--- src/rtl/gpu_mem_pkg.sv ---
// Shared definitions for the memory lane sequencer.
// Contents:
//   N       default lane data width
//   ADDR_W  default memory address width
//   LANES   number of lanes walked per memory instruction
//   state_e sequencer FSM state encoding
package gpu_mem_pkg;

  localparam int N      = 18;
  localparam int ADDR_W = 19;
  localparam int LANES  = 3;

  typedef enum logic [1:0] {
    IDLE   = 2'd0,
    ACCESS = 2'd1,
    DRAIN  = 2'd2
  } state_e;

endpackage

--- src/rtl/lane_select.sv ---
// Combinational lane mux: picks the captured address and store data for the
// lane currently being issued.
// Ports:
//   lane_i  lane index (0..2); any other value selects zero
//   addr_i  per-lane memory addresses
//   data_i  per-lane store data
//   addr_o  selected address
//   data_o  selected store data
module lane_select #(
  parameter int N      = gpu_mem_pkg::N,
  parameter int ADDR_W = gpu_mem_pkg::ADDR_W
) (
  input  logic [1:0]             lane_i,
  input  logic [2:0][ADDR_W-1:0] addr_i,
  input  logic [2:0][N-1:0]      data_i,
  output logic [ADDR_W-1:0]      addr_o,
  output logic [N-1:0]           data_o
);

  always_comb begin
    addr_o = '0;
    data_o = '0;
    case (lane_i)
      2'd0: begin
        addr_o = addr_i[0];
        data_o = data_i[0];
      end
      2'd1: begin
        addr_o = addr_i[1];
        data_o = data_i[1];
      end
      2'd2: begin
        addr_o = addr_i[2];
        data_o = data_i[2];
      end
      default: begin
        addr_o = '0;
        data_o = '0;
      end
    endcase
  end

endmodule

--- src/rtl/mem_lane_sequencer.sv ---
// Memory lane sequencer: accepts one three-lane instruction at a time and,
// for loads/stores, walks lanes 0..2 over a single-port memory, one lane per
// cycle. ALU-only instructions complete the cycle after capture.
//
// Handshake: an instruction transfers on a rising clk edge where inValid=1
// and stall=0. stall is a pure function of the registered FSM state, so the
// upstream buffer may hold (load = ~stall) without a combinational loop.
//
// Ports:
//   clk, reset            clock, asynchronous active-high reset
//   inValid               upstream instruction present
//   ALUResult, writeData  per-lane ALU results / store data
//   q1, q2, q3            lane 0/1/2 memory addresses
//   WA3, RegWrite,
//   MemtoReg, MemWrite    destination register and control bits
//   memAddr, memWData,
//   memWE, memRE          single-port memory request
//   memRData              read data, valid one cycle after memRE
//   stall                 upstream must hold
//   outValid              one-cycle completion pulse
//   readDataO, ALUResultO,
//   WA3O, RegWriteO,
//   MemtoRegO             completed instruction results (held between pulses)
//   dbg_state             current FSM state (IDLE/ACCESS/DRAIN encoding)
module mem_lane_sequencer #(
  parameter int N      = gpu_mem_pkg::N,
  parameter int ADDR_W = gpu_mem_pkg::ADDR_W
) (
  input  logic                   clk,
  input  logic                   reset,
  input  logic                   inValid,
  input  logic [2:0][N-1:0]      ALUResult,
  input  logic [ADDR_W-1:0]      q1,
  input  logic [ADDR_W-1:0]      q2,
  input  logic [ADDR_W-1:0]      q3,
  input  logic [2:0][N-1:0]      writeData,
  input  logic [3:0]             WA3,
  input  logic                   RegWrite,
  input  logic                   MemtoReg,
  input  logic                   MemWrite,
  output logic [ADDR_W-1:0]      memAddr,
  output logic [N-1:0]           memWData,
  output logic                   memWE,
  output logic                   memRE,
  input  logic [N-1:0]           memRData,
  output logic                   stall,
  output logic                   outValid,
  output logic [2:0][N-1:0]      readDataO,
  output logic [2:0][N-1:0]      ALUResultO,
  output logic [3:0]             WA3O,
  output logic                   RegWriteO,
  output logic                   MemtoRegO,
  output logic [1:0]             dbg_state
);

  import gpu_mem_pkg::*;

  state_e state_q, state_d;
  logic [1:0] lane_q, lane_d;

  // Captured instruction
  logic [2:0][ADDR_W-1:0] cap_addr_q;
  logic [2:0][N-1:0]      cap_wdata_q;
  logic [2:0][N-1:0]      cap_alu_q;
  logic [3:0]             cap_wa3_q;
  logic                   cap_regwrite_q;
  logic                   cap_store_q;
  logic                   cap_load_q;
  // Read data for lanes 0 and 1; lane 2 arrives in DRAIN and goes straight out
  logic [1:0][N-1:0]      cap_rd_q;

  // Output registers
  logic                   out_valid_q;
  logic [2:0][N-1:0]      rd_o_q;
  logic [2:0][N-1:0]      alu_o_q;
  logic [3:0]             wa3_o_q;
  logic                   regwrite_o_q;
  logic                   memtoreg_o_q;

  logic accept;
  logic complete_alu;
  logic complete_mem;
  logic rd_cap_en;

  logic [ADDR_W-1:0] sel_addr;
  logic [N-1:0]      sel_wdata;

  assign accept = (state_q == IDLE) && inValid;

  always_ff @(posedge clk or posedge reset) begin
    if (reset) begin
      state_q <= IDLE;
      lane_q  <= 2'd0;
    end else begin
      state_q <= state_d;
      lane_q  <= lane_d;
    end
  end

  always_comb begin
    state_d      = state_q;
    lane_d       = lane_q;
    complete_alu = 1'b0;
    complete_mem = 1'b0;
    rd_cap_en    = 1'b0;
    case (state_q)
      IDLE: begin
        if (inValid && (MemWrite || MemtoReg)) begin
          state_d = ACCESS;
          lane_d  = 2'd0;
        end else if (inValid) begin
          complete_alu = 1'b1;
        end
      end
      ACCESS: begin
        // Data for the previous lane's read is on memRData now
        if (!cap_store_q && (lane_q != 2'd0)) begin
          rd_cap_en = 1'b1;
        end
        if (lane_q == 2'(LANES - 1)) begin
          lane_d = 2'd0;
          if (cap_store_q) begin
            state_d      = IDLE;
            complete_mem = 1'b1;
          end else begin
            state_d = DRAIN;
          end
        end else begin
          lane_d = lane_q + 2'd1;
        end
      end
      DRAIN: begin
        state_d      = IDLE;
        complete_mem = 1'b1;
      end
      default: begin
        state_d = IDLE;
        lane_d  = 2'd0;
      end
    endcase
  end

  always_ff @(posedge clk or posedge reset) begin
    if (reset) begin
      cap_addr_q     <= '0;
      cap_wdata_q    <= '0;
      cap_alu_q      <= '0;
      cap_wa3_q      <= '0;
      cap_regwrite_q <= 1'b0;
      cap_store_q    <= 1'b0;
      cap_load_q     <= 1'b0;
      cap_rd_q       <= '0;
      out_valid_q    <= 1'b0;
      rd_o_q         <= '0;
      alu_o_q        <= '0;
      wa3_o_q        <= '0;
      regwrite_o_q   <= 1'b0;
      memtoreg_o_q   <= 1'b0;
    end else begin
      if (accept) begin
        cap_addr_q[0]  <= q1;
        cap_addr_q[1]  <= q2;
        cap_addr_q[2]  <= q3;
        cap_wdata_q    <= writeData;
        cap_alu_q      <= ALUResult;
        cap_wa3_q      <= WA3;
        cap_regwrite_q <= RegWrite;
        // Store wins when both are set, so such an instruction never reads
        cap_store_q    <= MemWrite;
        cap_load_q     <= MemtoReg && !MemWrite;
      end
      if (rd_cap_en) begin
        // lane 1 -> slot 0, lane 2 -> slot 1
        cap_rd_q[lane_q[1]] <= memRData;
      end
      out_valid_q <= complete_alu || complete_mem;
      if (complete_alu) begin
        rd_o_q       <= '0;
        alu_o_q      <= ALUResult;
        wa3_o_q      <= WA3;
        regwrite_o_q <= RegWrite;
        memtoreg_o_q <= 1'b0;
      end
      if (complete_mem) begin
        rd_o_q       <= cap_store_q ? '0 : {memRData, cap_rd_q[1], cap_rd_q[0]};
        alu_o_q      <= cap_alu_q;
        wa3_o_q      <= cap_wa3_q;
        regwrite_o_q <= cap_regwrite_q;
        memtoreg_o_q <= cap_load_q;
      end
    end
  end

  lane_select #(
    .N      (N),
    .ADDR_W (ADDR_W)
  ) u_lane_select (
    .lane_i (lane_q),
    .addr_i (cap_addr_q),
    .data_i (cap_wdata_q),
    .addr_o (sel_addr),
    .data_o (sel_wdata)
  );

  // Memory port is quiet (all zero) outside ACCESS
  assign memAddr    = (state_q == ACCESS) ? sel_addr  : '0;
  assign memWData   = (state_q == ACCESS) ? sel_wdata : '0;
  assign memWE      = (state_q == ACCESS) &&  cap_store_q;
  assign memRE      = (state_q == ACCESS) && !cap_store_q;

  assign stall      = (state_q != IDLE);
  assign outValid   = out_valid_q;
  assign readDataO  = rd_o_q;
  assign ALUResultO = alu_o_q;
  assign WA3O       = wa3_o_q;
  assign RegWriteO  = regwrite_o_q;
  assign MemtoRegO  = memtoreg_o_q;
  assign dbg_state  = state_q;

endmodule
--- config.mk ---
export PLATFORM = sky130hd
export DESIGN_NAME = mem_lane_sequencer
export DESIGN_NICKNAME = d
export VERILOG_FILES = /design/src/rtl/gpu_mem_pkg.sv /design/src/rtl/lane_select.sv /design/src/rtl/mem_lane_sequencer.sv
export SDC_FILE = /design/constraint.sdc
export NUM_CORES = 1
export LEC_CHECK = 0
export CORE_MARGIN = 3
export CORE_UTILIZATION = 54
export CTS_CLUSTER_SIZE = 25
export DETAILED_ROUTE_END_ITERATION = 8
export GPL_TIMING_DRIVEN = 0
export HOLD_SLACK_MARGIN = 0.12
export PLACE_DENSITY = 0.86
export SLEW_MARGIN = 30
export SYNTH_ARGS = -nofsm -noshare
export SYNTH_HDL_FRONTEND = slang
export SYNTH_HIERARCHICAL = 1
export SYNTH_SLANG_ARGS = --single-unit
--- constraint.sdc ---
create_clock -name clk -period 26.3 [get_ports clk]
set_clock_uncertainty 0.15 [all_clocks]
set_input_delay 5.26 -clock clk [delete_from_list [all_inputs] [get_ports clk]]
set_output_delay 5.26 -clock clk [all_outputs]
set_load 0.05 [all_outputs]
==> qor.csv <==
stage;metric;value;unit
placement;RePlAce Congestion;0.800;
synthesis;Compound-Gate Fraction of Synth Area;4.44;%
cts;Post-CTS Setup Bufs;0;
synthesis;mux contribution to synthesized area;30.2;%
hold_path;hold path cells;1;
sta;total negative slack;0;ns
sta;worst-margin pin slew;0.678;ns
finish;share of cells above drive strength 1;30.4;%
sta;unrepaired setup endpoints after global routing;no;
cts;CTS buffer count;35;
finish;FF+latch area;8180;sq um
global_routing;first-pass GRT wire length;60600;um
sta;Tmin final;8.32;ns
floorplan;IO Pins;350;
critical_path;Worst path slowest cell;clkdlybuf4s50_1;
cts;CTS tree;done;
finish;fin nets;1627;
routing;Antenna Nets Post-Route;0;
synthesis;#FFs+latches synth;327;
routing;First-pass DRT Iterations;5;
finish;most frequent cells in the layout;349 x clkdlybuf4s50_1, 327 x dfrtp_1, 210 x mux2_2;
critical_path;Reg2Reg Depth;6;
pwr;Leakage;8.71;nW
critical_path;WP data required;20.89;ns
critical_path;Worst Path Arrival;2.91;ns
cts;Root Buffer Master;clkbuf_16;
floorplan;core area;27000;sq um
pwr;Cell Int Power;1.65;mW
placement;HPWL after DPL;27900;um
hold_path;Hold Path Class;reg2reg;
critical_path;CP peak stage delay;0.85;ns
critical_path;delay-heaviest family, CP;buffers and inverters;
floorplan;full die area;29700;sq um
floorplan;Die Width;172;um
synthesis;sequential element share of the synthesized area;54.8;%
synthesis;Synthesized Nets;1237;
sta;fmax;120;MHz
cts;Sink Count;327;
synthesis;average size of a mapped cell;14.3;sq um
pwr;sequential share of power;32.6;%
synthesis;Post-Synth Simple-Gate Area;6.77;%
critical_path;crit path max fanout;10;
floorplan;initial core utilization;55.2;%
routing;1st-iter DRT viols;585;
global_routing;antenna violations before repair;4;
sta;Setup-failing EPs final;0;
sta;max_slew headroom;54.8;%
placement;Placed Cells;1735;
routing;post-DR vias/cell;5.62;
finish;fin cells;1799;
floorplan;Die Ht;172;um
finish;fillers;1704;
finish;commonest non-fill, non-tap cell in the layout;clkdlybuf4s50_1;
pwr;maximum vdd drop;76.9;uV
run;MaxCap Viol Count;0;
pwr;clock network power share;18.5;%
cts;number of buffers inserted by hold repair at cts;0;
pwr;sw power;1.07;mW
synthesis;Post-Synth Adder-Cell Area;0.252;%
cts;maximum clock insertion buffer count;3;
routing;routed wire length;39800;um
critical_path;CP Class;reg2out;
pwr;Total Power;2.72;mW
critical_path;Buf+Inv Stages, Crit Path;3;
cts;CTS HTree Levels;2;
routing;vias;10100;
synthesis;Post-synth EDFFs;0;
synthesis;Async SR Flop Fraction;100;%
critical_path;CP Capture Type;output port;
global_routing;Total GRT Usage;26.3;%
synthesis;xor/xnor cell area share of the yosys netlist;0;%
synthesis;Most used DFF post-synth;dfrtp_1;
synthesis;Distinct cells, synth;33;
sta;Final Slew Violations;0;
cts;Worst-Skew Late Latency;0.51;ns
pwr;Sw Ratio;39.3;%
cts;PostCTS Resize Cnt;0;
floorplan;Cell Rows;60;
sta;Fin. Hold Viols;0;
global_routing;total grt overflow;0;
finish;Final Util;74.5;%
synthesis;Syn Inst Count;1041;
routing;drt wl/cell;22.1;um
placement;IO buf count;349;
global_routing;largest net degree at the start of global routing;90;
global_routing;vias in the first global route;10900;
pwr;power density over cell area;135;nW/um^2
critical_path;CP Depth;5;
pwr;Logic pwr share;48.9;%
critical_path;CP cell instances;inv_1 -> ha_1 -> clkbuf_1 -> and2_1 -> clkdlybuf4s50_1;
synthesis;Yosys Warn Count;6;
outcome;outcome;completed;
synthesis;Synth Cell Area;14900;sq um
critical_path;crit start category;flip-flop;
finish;P&R area growth vs syn;35.0;%
routing;Post-route DRC;0;
synthesis;combinational family with the most area after synthesis;multiplexers;
cts;clock-pin slew on the worst setup and hold paths;0.06;ns
sta;Tcrit/Tclk final;31.6;%
finish;multi-input combinational cell area;6220;sq um
==> sequential cells by signal, indices dropped and copies added, names as in the netlist, 2 cells and up <==
signal	flops
ALUResultO	54
WA3O	4
cap_addr_q	57
cap_alu_q	54
cap_rd_q	36
cap_wa3_q	4
cap_wdata_q	54
dbg_state	2
lane_q	2
readDataO	54
==> layer usage <==
metal | routed length [um] | track usage [%]
met2 | 19900 | 44.7
met4 | 1340 | 9.72
met1 | 16100 | 33.0
met5 | 12 | 0
met3 | 2490 | 6.01
==> cell usage after synthesis (2+ instances only) <==
library cell | count | area, sq um
dfrtp_1 | 327 | 8180
mux2_2 | 210 | 2360
mux2_4 | 118 | 1770
nand2_1 | 58 | 218
o21ai_0 | 57 | 285
nand4b_1 | 54 | 473
and2_1 | 38 | 238
mux2i_1 | 37 | 370
o2bb2ai_1 | 37 | 324
buf_2 | 29 | 145
clkbuf_1 | 23 | 86.3
buf_4 | 7 | 52.6
buf_8 | 6 | 90.1
clkbuf_2 | 5 | 25.0
buf_1 | 4 | 15.0
inv_1 | 4 | 15.0
a21oi_1 | 3 | 15.0
buf_12 | 3 | 60.1
buf_6 | 3 | 33.8
ha_1 | 3 | 37.5
and3b_1 | 2 | 17.5
nand2b_1 | 2 | 12.5
==> per-stage QoR <==
step	hold slack, ns	setup slack (ns)	instance area, sq um
2_1_floorplan	0.300	11.84	14900
3_3_place_gp	0.330	7.93	18800
3_5_place_dp	0.336	18.48	19000
4_1_cts	0.347	17.94	20100
5_1_grt	0.361	17.85	20100
6_report	0.349	17.98	20100
==> worst paths after layout <==
| kind | slack (ns) | endpoint | start |
|---|---|---|---|
| setup / recovery | 17.98 | memWData[17] | dbg_state[1] |
| hold / removal | 0.35 | ALUResultO[26] | cap_alu_q[26] |
| setup reg to reg | 23.83 | cap_alu_q[32] | dbg_state[0] |
| hold reg to reg | 0.35 | ALUResultO[26] | cap_alu_q[26] |
| max in group asynchronous | 19.50 | cap_rd_q[24] | reset |
| min in group asynchronous | 4.97 | ALUResultO[13] | reset |
==> final cells by class <==
| cell class | instances | share of cell area [%] |
|---|---|---|
| inverters | 4 | 0.112 |
| multi-input cells | 630 | 30.9 |
| repair buffers | 353 | 17.9 |
| well taps | 341 | 2.12 |
| clock inverters | 9 | 0.615 |
| diodes | 4 | 0.0497 |
| flip-flops and latches | 327 | 40.6 |
| plain buffers | 80 | 2.52 |
| clock buffers | 51 | 5.21 |
==> power by group through the flow <==
stage               Clock [mW]  Combinational (mW)  Sequential (mW)
finish                   0.503                1.33            0.886
global route             0.528                1.40            0.913
CTS                      0.511                1.33            0.885
detailed placement           0                1.32            0.887
global placement             0                1.29            0.876
floorplan                    0               0.676             1.12
==> cells by family (layout without fill, tap and decap cells) <==
| group | after synthesis | count (layout) |
|---|---|---|
| and+or+nand+nor | 160 | 160 |
| DFF | 327 | 327 |
| AOI/OAI and AO/OA | 102 | 102 |
| muxes | 365 | 365 |
| adders and majority gates | 3 | 3 |
| other | 0 | 4 |
| buffers and inverters | 84 | 497 |
Power figures use the tool's default switching activity.
